File: config.mk
export PLATFORM = sky130hd
export DESIGN_NAME = fetch_stage_flat
export DESIGN_NICKNAME = d
export VERILOG_FILES = /design/src/rtl/glorb_pkg.sv /design/src/rtl/fetch_stage_if.sv /design/src/rtl/imem_sync.sv /design/src/rtl/fetch_stage.sv /design/src/flat_wrapper.sv
export SDC_FILE = /design/constraint.sdc
export NUM_CORES = 1
export LEC_CHECK = 0
export CORE_MARGIN = 10
export CORE_UTILIZATION = 53
export DETAILED_ROUTE_END_ITERATION = 7
export HOLD_SLACK_MARGIN = 0.06
export PLACE_DENSITY = 0.8
export SYNTH_ARGS = -nofsm -noshare
export SYNTH_HDL_FRONTEND = slang
export SYNTH_HIERARCHICAL = 1
export SYNTH_SLANG_ARGS = --single-unit
File: constraint.sdc
create_clock -name clk -period 1.9 [get_ports clk]
set_clock_uncertainty 0.15 [all_clocks]
set_input_delay 0.285 -clock clk [delete_from_list [all_inputs] [get_ports clk]]
set_output_delay 0.285 -clock clk [all_outputs]
set_load 0.03 [all_outputs]
File: src/rtl/glorb_pkg.sv
// Shared definitions for the fetch stage: run-state encoding and the HALT opcode.
package glorb_pkg;

    localparam int IW_DEFAULT  = 8;
    localparam int IMW_DEFAULT = 4;

    typedef enum logic [1:0] {
        FETCH_IDLE = 2'b00,
        FETCH_RUN  = 2'b01,
        FETCH_HALT = 2'b10
    } fetch_state_e;

    // HALT is the all-ones instruction; bit 0 is replicated to any width.
    localparam logic [IW_DEFAULT-1:0] HALT_OP = '1;

endpackage

File: src/rtl/fetch_stage_if.sv
// Fetch -> decode instruction handshake (valid/ready).
interface fetch_stage_if #(
    parameter int IW  = 8,
    parameter int IMW = 4
);
    logic [IW-1:0]  instr_o;
    logic [IMW-1:0] instr_pc_o;
    logic           instr_valid_o;
    logic           instr_ready_i;

    modport master (output instr_o, output instr_pc_o, output instr_valid_o, input  instr_ready_i);
    modport slave  (input  instr_o, input  instr_pc_o, input  instr_valid_o, output instr_ready_i);
endinterface

File: src/rtl/imem_sync.sv
// 2**IMW x IW instruction RAM: one write port, synchronous registered read.
// A read and write of the same address at one edge returns the old word.
module imem_sync #(
    parameter int IW  = 8,
    parameter int IMW = 4
) (
    input  logic           clk,
    input  logic           rst,
    input  logic           we,
    input  logic [IMW-1:0] waddr,
    input  logic [IW-1:0]  wdata,
    input  logic           re,
    input  logic [IMW-1:0] raddr,
    output logic [IW-1:0]  rdata
);
    logic [IW-1:0] mem [2**IMW];

    // Program-load write port; array contents survive reset.
    always_ff @(posedge clk) begin
        if (we) mem[waddr] <= wdata;
    end

    // Read register only advances on a fetch so it can hold a stalled word.
    always_ff @(posedge clk or posedge rst) begin
        if (rst)     rdata <= '0;
        else if (re) rdata <= mem[raddr];
    end
endmodule

File: src/rtl/fetch_stage.sv
// Instruction fetch stage: read stage R (RAM read register) feeding output
// stage O toward decode, plus the IDLE/RUN/HALT run state.
// Optional: define FETCH_HALT_DETECT_EN to stop fetching on a HALT opcode.
module fetch_stage
    import glorb_pkg::*;
#(
    parameter int IW  = IW_DEFAULT,
    parameter int IMW = IMW_DEFAULT
) (
    input  logic           clk,
    input  logic           rst,
    input  logic           start,
    input  logic           flush,
    input  logic [IMW-1:0] pc_addr,
    output logic           fetch_req_o,
    input  logic           prog_we,
    input  logic [IMW-1:0] prog_addr,
    input  logic [IW-1:0]  prog_data,
    output logic           run_o,
    output logic           halt_o,
    fetch_stage_if.master  dec
);
    fetch_state_e   state, state_nxt;
    logic           rd_v;
    logic [IMW-1:0] rd_pc;
    logic [IW-1:0]  rd_data;
    logic           o_free, r_moves, halt_hit;

    assign o_free      = !dec.instr_valid_o || dec.instr_ready_i;
    assign r_moves     = rd_v && o_free;
    assign fetch_req_o = (state == FETCH_RUN) && !flush && (!rd_v || o_free);

`ifdef FETCH_HALT_DETECT_EN
    // A HALT word entering O stops the stage; a same-cycle flush wins.
    assign halt_hit = r_moves && !flush && (rd_data == {IW{HALT_OP[0]}});
`else
    assign halt_hit = 1'b0;
`endif

    imem_sync #(.IW(IW), .IMW(IMW)) u_imem (
        .clk   (clk),
        .rst   (rst),
        .we    (prog_we),
        .waddr (prog_addr),
        .wdata (prog_data),
        .re    (fetch_req_o),
        .raddr (pc_addr),
        .rdata (rd_data)
    );

    // Run-state register.
    always_ff @(posedge clk or posedge rst) begin
        if (rst) state <= FETCH_IDLE;
        else     state <= state_nxt;
    end

    // Run-state transitions; the unused encoding falls back to IDLE.
    always_comb begin
        state_nxt = state;
        case (state)
            FETCH_IDLE: if (start)    state_nxt = FETCH_RUN;
            FETCH_RUN:  if (halt_hit) state_nxt = FETCH_HALT;
            FETCH_HALT: if (start)    state_nxt = FETCH_RUN;
            default:                  state_nxt = FETCH_IDLE;
        endcase
    end

    // Run-state decoded outputs.
    always_comb begin
        run_o = (state == FETCH_RUN);
`ifdef FETCH_HALT_DETECT_EN
        halt_o = (state == FETCH_HALT);
`else
        halt_o = 1'b0;
`endif
    end

    // R valid/pc: fetch fills it, a move to O empties it, flush or halt drops it.
    always_ff @(posedge clk or posedge rst) begin
        if (rst) begin
            rd_v  <= 1'b0;
            rd_pc <= '0;
        end else if (flush) begin
            rd_v  <= 1'b0;
        end else if (fetch_req_o) begin
            rd_v  <= !halt_hit;
            rd_pc <= pc_addr;
        end else if (r_moves) begin
            rd_v  <= 1'b0;
        end
    end

    // O stage: load from R, retire on handshake, otherwise hold stable.
    always_ff @(posedge clk or posedge rst) begin
        if (rst) begin
            dec.instr_valid_o <= 1'b0;
            dec.instr_o       <= '0;
            dec.instr_pc_o    <= '0;
        end else if (flush) begin
            dec.instr_valid_o <= 1'b0;
        end else if (r_moves) begin
            dec.instr_valid_o <= 1'b1;
            dec.instr_o       <= rd_data;
            dec.instr_pc_o    <= rd_pc;
        end else if (dec.instr_valid_o && dec.instr_ready_i) begin
            dec.instr_valid_o <= 1'b0;
        end
    end
endmodule

File: src/flat_wrapper.sv
// flat-port wrapper written by rule: the top's interface ports become plain ports
module fetch_stage_flat import glorb_pkg::*;
#(
    parameter int IW  = IW_DEFAULT,
    parameter int IMW = IMW_DEFAULT
)
  (clk, rst, start, flush, pc_addr, fetch_req_o, prog_we, prog_addr, prog_data, run_o, halt_o, dec_instr_o, dec_instr_pc_o, dec_instr_valid_o, dec_instr_ready_i);
  fetch_stage_if #(.IW(IW), .IMW(IMW)) dec_i ();
  input  logic clk;
  input  logic rst;
  input  logic start;
  input  logic flush;
  input  logic [IMW-1:0] pc_addr;
  output logic fetch_req_o;
  input  logic prog_we;
  input  logic [IMW-1:0] prog_addr;
  input  logic [IW-1:0] prog_data;
  output logic run_o;
  output logic halt_o;
  output wire logic [$bits(dec_i.instr_o)-1:0] dec_instr_o;
  output wire logic [$bits(dec_i.instr_pc_o)-1:0] dec_instr_pc_o;
  output wire logic [$bits(dec_i.instr_valid_o)-1:0] dec_instr_valid_o;
  input wire logic [$bits(dec_i.instr_ready_i)-1:0] dec_instr_ready_i;
  assign dec_instr_o = dec_i.instr_o;
  assign dec_instr_pc_o = dec_i.instr_pc_o;
  assign dec_instr_valid_o = dec_i.instr_valid_o;
  assign dec_i.instr_ready_i = dec_instr_ready_i;
  fetch_stage #(.IW(IW), .IMW(IMW)) u_core (.clk(clk), .rst(rst), .start(start), .flush(flush), .pc_addr(pc_addr), .fetch_req_o(fetch_req_o), .prog_we(prog_we), .prog_addr(prog_addr), .prog_data(prog_data), .run_o(run_o), .halt_o(halt_o), .dec(dec_i));
endmodule
**After elaboration in Yosys (flattened, before gate mapping)**

Memory sizes are Yosys's and may differ from the RTL's. A register that Yosys moved wholly into a read port is not among the register bits.
Cells that the tools add are included.

- Register bits: 20
- Bits in writable memories: 128
- Input bits: 22
- Output and inout bits: 16
- Memories: 1

- Equality and inequality tests: 3
- Muxes and demuxes: 10
- Bitwise gates (word level): 2
- Reduce and logical (&&, ||, !) cells: 16

Memory list:

| name | words | bits a word | read ports | clocked after Yosys merged registers in | write ports | RTL line | text |
|---|---|---|---|---|---|---|---|
| u_core.u_imem.mem | 16 | 8 | 1 | 1 | 1 | imem_sync.sv:16 | `logic [IW-1:0] mem [2**IMW];` |

Operators by type and width:

| kind | count |
|---|---|
| $mux 1 | 8 |
| $reduce_and 2->1 | 3 |
| $reduce_bool 3->1 | 2 |
| $logic_and 1x1->1 | 4 |
| $pmux 2 s2 | 1 |
| $logic_not 1->1 | 3 |
| $eq 2x1->1 const B | 1 |
| $eq 2x2->1 const B | 1 |
| $logic_not 2->1 | 1 |
| $logic_or 1x1->1 | 2 |
| $mux 2 | 1 |
| $ne 2x1->1 const B | 1 |
| $not 1->1 | 2 |
| $reduce_or 2->1 | 1 |

**Longest topological paths before layout**

Gate-level depths: netlist of run 1.

- Depth after elaboration: 6
- Mapped depth: 7

**Cells and area by module**

The synthesis of run 1 kept the hierarchy.

By module, submodules not included:

| module | instances | cells an instance | area an instance (µm²) |
|---|---|---|---|
| imem_sync | 1 | 241 | 5335.1 |
| fetch_stage | 1 | 49 | 755.7 |

**Least setup slack after synthesis of run 1**

No wires, ideal clock.

- Path kind: reg-to-reg
- Start point: reg u_core.dec.instr_valid_o
- End point: reg u_core.u_imem.rdata[0] (read register of u_core.u_imem.mem)
- Library setup time: 0.147 ns
- Arrival: 1.917 ns
- Required time: 1.603 ns
- Setup slack: -0.314 ns
- Cell stages (with the launch flop): 8
- Buffers on the path: 2
- Period minus slack after synthesis: 2.214 ns
- Path through: dfrtp_1 > nand3b_1 > nand3b_1 > inv_1 > buf_1 > and2_1 > buf_1 > a221oi_2

- Longest elaborated chain between the ends: 4

RTL lines:

| item | RTL line | text |
|---|---|---|
| from (decl) | fetch_stage_if.sv:11 | `modport master (output instr_o, output instr_pc_o, output instr_valid_o, input instr_ready_i);` |
| from (signal assigned) | fetch_stage.sv:96 | `dec.instr_valid_o <= 1'b0;` |
| from (signal assigned) | fetch_stage.sv:100 | `dec.instr_valid_o <= 1'b0;` |
| from (signal assigned) | fetch_stage.sv:102 | `dec.instr_valid_o <= 1'b1;` |
| $logic_not 1->1 | fetch_stage.sv:29 | `assign o_free = !dec.instr_valid_o \|\| dec.instr_ready_i;` |
| $logic_or 1x1->1 | fetch_stage.sv:29 |  |
| $logic_or 1x1->1 | fetch_stage.sv:31 | `assign fetch_req_o = (state == FETCH_RUN) && !flush && (!rd_v \|\| o_free);` |
| $logic_and 1x1->1 | fetch_stage.sv:31 |  |
| net fetch_req_o | flat_wrapper.sv:14 | `output logic fetch_req_o;` |
| to (decl) | imem_sync.sv:14 | `output logic [IW-1:0] rdata` |

The timed path passes the listed nets, and every way through them passes these cells.
A chain may end at the register's enable or synchronous reset.

**Worst setup path in the final report of run 1**

- Start point: reg u_core.dec.instr_valid_o
- End point: out fetch_req_o

- Longest elaborated chain between the ends: 4

RTL lines:

| item | RTL line |
|---|---|
| $logic_not 1->1 | fetch_stage.sv:29 |
| $logic_or 1x1->1 | fetch_stage.sv:29 |
| $logic_or 1x1->1 | fetch_stage.sv:31 |
| $logic_and 1x1->1 | fetch_stage.sv:31 |
| to (decl) | flat_wrapper.sv:14 |

Every way passes these cells.

==> results of run 1 <==
[cells in the mapped netlist, types with 4 or more instances]
cell / number / area, um^2
mux2i_1: 8 / 80.1
mux4_2: 26 / 586
buf_1: 4 / 15.0
o22ai_1: 7 / 43.8
nor2_1: 22 / 82.6
buf_6: 6 / 67.6
mux4_1: 6 / 158
mux2_2: 16 / 180
a221oi_2: 8 / 120
dfrtp_1: 27 / 676
edfxtp_1: 128 / 3840
nand3b_1: 4 / 30.0
inv_1: 4 / 15.0
nor3_1: 4 / 20.0
[worst min-delay path, stage by stage]
cell	delay (ps)
buf_2	100
buf_12	170
mux2_2	160
[final cells by class]
cell class,count,share of cell area (%)
timing repair buffer,78,9.65
multi-input combinational,115,18.9
clock inverter,8,1.01
tap,143,2.40
clock buffer,24,7.30
inverter,4,0.201
sequential,155,60.5
[per-layer routing]
layer	vias to the layer above	wire length, um	global-route usage, %
li1	1339	-	-
met1	1601	5010	20.2
met2	129	6170	25.2
met3	18	782	4.84
met4	0	240	6.23
met5	-	0	0
[registers in the layout, indices dropped and copies added, names as in the netlist]
| name | count |
|---|---|
| u_core/dec.instr_o | 8 |
| u_core/u_imem/rdata | 8 |
| u_core/dec.instr_pc_o | 4 |
| u_core/state | 1 |
| u_core/u_imem/mem | 128 |
| u_core/dec.instr_valid_o | 1 |
| u_core/rd_v | 1 |
| u_core/rd_pc | 4 |
[repair_timing]
item | CTS | global route
hold buffers | 1 | 0
hold endpoints to repair | 8 | 0
setup buffers | 0 | 1
resized for setup | 6 | 8
setup endpoints to repair | 6 | 9
[cell families after synthesis]
kind of cell	synth area share (%)
flip-flops	74.2
multiplexers	16.5
AND/OR/NAND/NOR	3.62
buffers and inverters	2.67
AO/OA/AOI/OAI	2.98
other	0.0616
[stage by stage]
step           instances  power, mW  cell area, um^2  hold slack [ps]  utilization, %
2_1_floorplan        290       4.46             6100            -49.3               -
3_3_place_gp         493       4.79             6820              332            60.2
3_5_place_dp         493       4.83             6820              344            60.2
4_1_cts              526       8.19             7440              192            65.7
5_1_grt              527       8.41             7470              221            66.0
6_report             527       8.12             7470              197            66.0
[layout by cell type (no fill, tap or decap), types with 2 or more instances in the layout]
cell / Yosys / final
clkinv_2: 0 / 2
dfrtp_1: 27 / 26
mux2_2: 16 / 16
inv_1: 4 / 3
edfxtp_1: 128 / 128
nor3_1: 4 / 3
clkbuf_8: 0 / 3
clkinv_4: 0 / 2
buf_12: 2 / 3
a221oi_2: 8 / 8
buf_4: 2 / 39
clkbuf_16: 0 / 20
dlygate4sd2_1: 0 / 6
mux2i_1: 8 / 8
nor2_1: 22 / 22
o22ai_1: 7 / 7
nand2b_1: 3 / 3
nand3b_1: 4 / 4
clkdlybuf4s50_1: 0 / 20
mux4_1: 6 / 6
dlymetal6s2s_1: 0 / 8
mux4_2: 26 / 26
or2_2: 2 / 2
[worst min-delay path by stage]
stage	startpoint	to	slack, ps	cells past startpoint
after detailed placement	u_core/rd_pc[3]$_DFFE_PP0P_	u_core/dec.instr_pc_o[3]$_DFFE_PP0P_	340	1
after global routing	pc_addr[2]	u_core/rd_pc[2]$_DFFE_PP0P_	220	3
after floorplan	rst	u_core/u_imem/rdata[0]$_DFFE_PP0P_	-50	1
after CTS	pc_addr[2]	u_core/rd_pc[2]$_DFFE_PP0P_	190	3
final	pc_addr[2]	u_core/rd_pc[2]$_DFFE_PP0P_	200	3
after global placement	u_core/rd_pc[2]$_DFFE_PP0P_	u_core/rd_pc[2]$_DFFE_PP0P_	330	1
[power by group through the flow]
stage / Combinational (mW) / Sequential, mW / Clock, mW
2_1_floorplan: 0.344 / 4.11 / 0
3_3_place_gp: 0.808 / 3.99 / 0
3_5_place_dp: 0.832 / 4.00 / 0
4_1_cts: 0.819 / 3.93 / 3.44
5_1_grt: 0.865 / 3.94 / 3.60
6_report: 0.806 / 3.93 / 3.39
==> metrics.cfg, run 1 <==
[cts]
insertion_delay_ps = 410
cts-root-buf = clkbuf_16
cts_max_path_buffers = 2
cts.reportedPaths.clkPinSlew_ps = 60
tritoncts = done
numCtsBuffers = 17
h-tree-depth = 4
clock-sinks = 155

[critical_path]
critPathMaxStageDelay_ps = 420
r2r-end = u_core/u_imem/rdata[5]$_DFFE_PP0P_
crit_chain = nand3b_1, nand3b_1, inv_2, buf_4, buf_4
rrSetupSlack_ps = 220
critPathArrivalTime_ps = 1410
critPathRequiredTime_ps = 1460
criticalPathCategory = reg -> out
startpoint = u_core/dec.instr_valid_o$_DFFE_PP0P_
path_delay_family = flip-flops
r2r_start = u_core/dec.instr_valid_o$_DFFE_PP0P_
crit_cells = 5
setup.worst_path.end_class = output port
cpMaxStageDelayCell = dfrtp_2
crit_path_start_kind = flop
crit_end = fetch_req_o
cp.buffers_inverters = 3
r2r_cells = 5
crit_fanout = 3

[sta]
fin_crit_sh_pct = 97.0
fin_tns_setup_ps = 0
rsz0062_at_grt = no
max_freq_ghz = 0.543
tightest_slew_ps = 610
slew_headroom_pct = 59.2
maxSlewViolCount = 0
setup_viol_count_final = 0
min_period_ps = 1840
hold_viol = 0
worst_slack_ps = 56.7

[layout]
nFillCells = 739
final_nets = 393
seq_area_um2 = 4520
multi_input_area_um2 = 1410
areaGrowthSynthToFinish_pct = 22.6
drive_above_1_share_pct = 34.4
diodes = 0

[die]
die_area_um2 = 16200
core_area_um2 = 11300
fp.dieH_um = 127
start_util_pct = 53.8
chipWidth_um = 127
rows = 39
io_pins = 38

[synth]
syn_nets = 312
synth_edf_count = 128
ys_seq_elements = 155
synth_warnings = 6
seq_area_frac_synth_pct = 74.2
synth_top_flop_cell = edfxtp_1
netlist-cell-type-count = 28
syn_area_um2 = 6090
synthCells = 290
synth.avg_cell_area_um2 = 21.0
synthArstFlopShare_pct = 17.4

[pwr]
switchingPower_mw = 1.76
comb_power_share_pct = 9.9
leakagePower_nw = 2.68
vdd_drop_max_uv = 550
power_frac_seq_pct = 48.4
power_frac_clock_pct = 41.7
powerDensity_nw_per_um2 = 1090
switching_share_pct = 21.7
p_int_mw = 6.36

[global_routing]
grt_pass1_wl_mm = 19.2
gr-usage-all-layers_pct = 15.9
grt_pass1_vias = 3265
antenna_found_initial = 0
grt_max_degree = 20
gr-total-overflow = 0

[place]
gp_congestion = 0.761
dpl.hpwl_mm = 7.93
dp_worst_setup_slack_ps = -331
port_buffers = 36

[routing]
wl_per_cell_um = 23.2
vias = 3087
routed_wl_mm = 12.2
drtIter0Drc = 286
ant_nets = 0
drc = 0
vias_per_cell = 5.86
first_pass_iters = 4

[outcome]
outcome = completed

[hold_path]
hp-class = in -> reg

[job]
drv_cap = 0

Note: power is estimated with default switching activity, not from simulation.
==> inputs of run 2 (changes only) <==
--- a/config.mk
+++ b/config.mk
@@ -6,10 +6,11 @@
 export NUM_CORES = 1
 export LEC_CHECK = 0
 export CORE_MARGIN = 10
-export CORE_UTILIZATION = 53
+export CORE_UTILIZATION = 55
+export CTS_BUF_LIST = sky130_fd_sc_hd__clkbuf_8
 export DETAILED_ROUTE_END_ITERATION = 7
 export HOLD_SLACK_MARGIN = 0.06
-export PLACE_DENSITY = 0.8
+export PLACE_DENSITY = 0.83
 export SYNTH_ARGS = -nofsm -noshare
 export SYNTH_HDL_FRONTEND = slang
 export SYNTH_HIERARCHICAL = 1
==> run 2 against run 1 <==
Effect of this change: worst setup slack improved by 8.5 ps; final cell count decreased by 0.76%; die area fell by 3.1%; critical endpoint unchanged; critical path depth is the same; via count down 3.6%; critical path type unchanged; hold slack worse by 42 ps; largest power group unchanged; largest cell class unchanged; clock power decreased by 31%; global-route usage shrank 1.1 points; sequential power about the same; utilization increased by 0.54 points; combinational power is 4.2% lower; sequential share of layout area increased by 2.2 points.
==> metrics.cfg, run 2 (synthesis gave the netlist of run 1 again) <==
[outcome]
outcome = completed

[cts]
tritoncts = done
cts-root-buf = clkbuf_8
insertion_delay_ps = 440
numCtsBuffers = 17
cts.reportedPaths.clkPinSlew_ps = 80
cts_max_path_buffers = 2
clock-sinks = 155
h-tree-depth = 4

[critical_path]
rrSetupSlack_ps = 120
criticalPathCategory = reg -> out
setup.worst_path.end_class = output port
r2r-end = u_core/u_imem/rdata[3]$_DFFE_PP0P_
crit_fanout = 3
startpoint = u_core/dec.instr_valid_o$_DFFE_PP0P_
crit_end = fetch_req_o
critPathRequiredTime_ps = 1460
crit_path_start_kind = flop
critPathArrivalTime_ps = 1400
r2r_cells = 6
r2r_start = u_core/dec.instr_valid_o$_DFFE_PP0P_

[die]
fp.dieH_um = 125
rows = 38
core_area_um2 = 10800
chipWidth_um = 125
io_pins = 38
start_util_pct = 56.2
die_area_um2 = 15700

[global_routing]
gr-usage-met1_pct = 19.4
gr-usage-all-layers_pct = 14.8
antenna_found_initial = 0
gr-total-overflow = 0
grt_pass1_vias = 3186
grt_pass1_wl_mm = 17.7
grt_max_degree = 20
use_met2_pct = 22.5
grtUsageMet3_pct = 4.52
gr-max-usage-layer = met2

[layout]
post-route-util_pct = 66.5
final_cell_mix = 128 x edfxtp_1, 36 x buf_4, 26 x dfrtp_1, 26 x mux4_2, 22 x nor2_1
final_common_cell = edfxtp_1
diodes = 0
final_nets = 392
reg_top3 = u_core/u_imem/mem: 128 flops, u_core/dec.instr_o: 8 flops, u_core/u_imem/rdata: 8 flops
largest_reg_flops = 128
nFillCells = 704
fin_cells = 523
drive_above_1_share_pct = 34.7
top_register = u_core/u_imem/mem
post-route-cell-area_um2 = 7210
areaGrowthSynthToFinish_pct = 18.4

[pwr]
leakagePower_nw = 2.50
vdd_drop_max_uv = 413
powerDensity_nw_per_um2 = 975
p_total_mw = 7.03

[sta]
max_freq_ghz = 0.545
slew_headroom_pct = 62.6
worst_slack_ps = 65.1
fin_crit_sh_pct = 96.6
hold_viol = 0
tightest_slew_ps = 560
maxSlewViolCount = 0
setup_viol_count_final = 0
min_period_ps = 1830

[hold_path]
hp-class = in -> reg

[routing]
ant_nets = 0
first_pass_iters = 4
routed_wl_mm = 11.2
vias_per_cell = 5.69
drc = 0
vias = 2976
wl_per_cell_um = 21.4
drtIter0Drc = 285

[place]
port_buffers = 36
dpl.hpwl_mm = 7.49
gp_congestion = 0.791
placedCellCount = 488
dp_worst_setup_slack_ps = -268
place_area_um2 = 6810

[job]
drv_cap = 0

[run 2: changes by cell type in the layout (fill, tap and decap cells not counted), moves of 2 or more]
cell	previous run	this run
clkbuf_16	20	0
dlygate4sd2_1	6	14
clkbuf_8	3	17
clkinv_2	2	4
clkinvlp_4	1	5
dlymetal6s2s_1	8	0
buf_4	39	36
clkinv_4	2	4
[run 2: worst max-delay path: stages (launching register included)]
cell      delay [ps]
dfrtp_2          420
nand3b_1         120
nand3b_1         130
inv_2             80
buf_4            100
buf_6            120
[run 2: worst min path at each step]
stage / startpoint / to / slack (ps) / depth (start not counted)
detailed placement: u_core/rd_pc[2]$_DFFE_PP0P_ / u_core/rd_pc[2]$_DFFE_PP0P_ / 340 / 1
CTS: pc_addr[2] / u_core/rd_pc[2]$_DFFE_PP0P_ / 140 / 2
global placement: u_core/rd_pc[3]$_DFFE_PP0P_ / u_core/dec.instr_pc_o[3]$_DFFE_PP0P_ / 330 / 1
global route: pc_addr[2] / u_core/rd_pc[2]$_DFFE_PP0P_ / 180 / 2
finish: pc_addr[2] / u_core/rd_pc[2]$_DFFE_PP0P_ / 150 / 2
floorplan: rst / u_core/u_imem/rdata[0]$_DFFE_PP0P_ / -50 / 1
[run 2: report_power, final]
part / leakage, nW / switching [mW] / internal [mW] / total, mW
sequential: 1.46 / 0.0748 / 3.84 / 3.92
combinational: 0.861 / 0.425 / 0.346 / 0.772
clock: 0.183 / 1.18 / 1.16 / 2.34
total: 2.50 / 1.68 / 5.35 / 7.03
[run 2: cell type report]
| cell class | count | area (um^2) | area share, % |
|---|---|---|---|
| inverters | 4 | 15.0 | 0.208 |
| repair buffers | 77 | 699 | 9.70 |
| clock inverters | 15 | 153 | 2.12 |
| multi-input cells | 115 | 1410 | 19.6 |
| well taps | 140 | 175 | 2.43 |
| clock buffers | 17 | 234 | 3.24 |
| flip-flops and latches | 155 | 4520 | 62.7 |
[run 2: through the flow]
step | TNS [ps] | hold slack (ps)
2_1_floorplan | 0 | -49.3
3_3_place_gp | -5580 | 332
3_5_place_dp | -7680 | 340
4_1_cts | 0 | 141
5_1_grt | -5.63 | 180
6_report | 0 | 155
[run 2: repair_timing]
action,in CTS,in global routing
hold buffers,1,0
endpoints found under the setup margin,14,1
gates resized for setup,14,1
buffers inserted,0,2
endpoints found under the hold margin,27,0
pin swaps,0,1
[run 2: metal layers]
| metal | share of wire (%) | wire length, um | up-vias |
|---|---|---|---|
| li1 | - | - | 1341 |
| met1 | 42 | 4660 | 1512 |
| met2 | 50 | 5540 | 113 |
| met3 | 7.7 | 864 | 10 |
| met4 | 1.2 | 131 | 0 |
| met5 | 0 | 0 | - |
==> inputs of run 3 (changes only) <==
--- a/config.mk
+++ b/config.mk
@@ -5,6 +5,7 @@
 export SDC_FILE = /design/constraint.sdc
 export NUM_CORES = 1
 export LEC_CHECK = 0
+export ABC_CLOCK_PERIOD_IN_PS = 1900
 export CORE_MARGIN = 10
 export CORE_UTILIZATION = 55
 export CTS_BUF_LIST = sky130_fd_sc_hd__clkbuf_8
==> results of run 3 <==
Same layout as run 2: the final DEF is identical, and so are final timing and power.
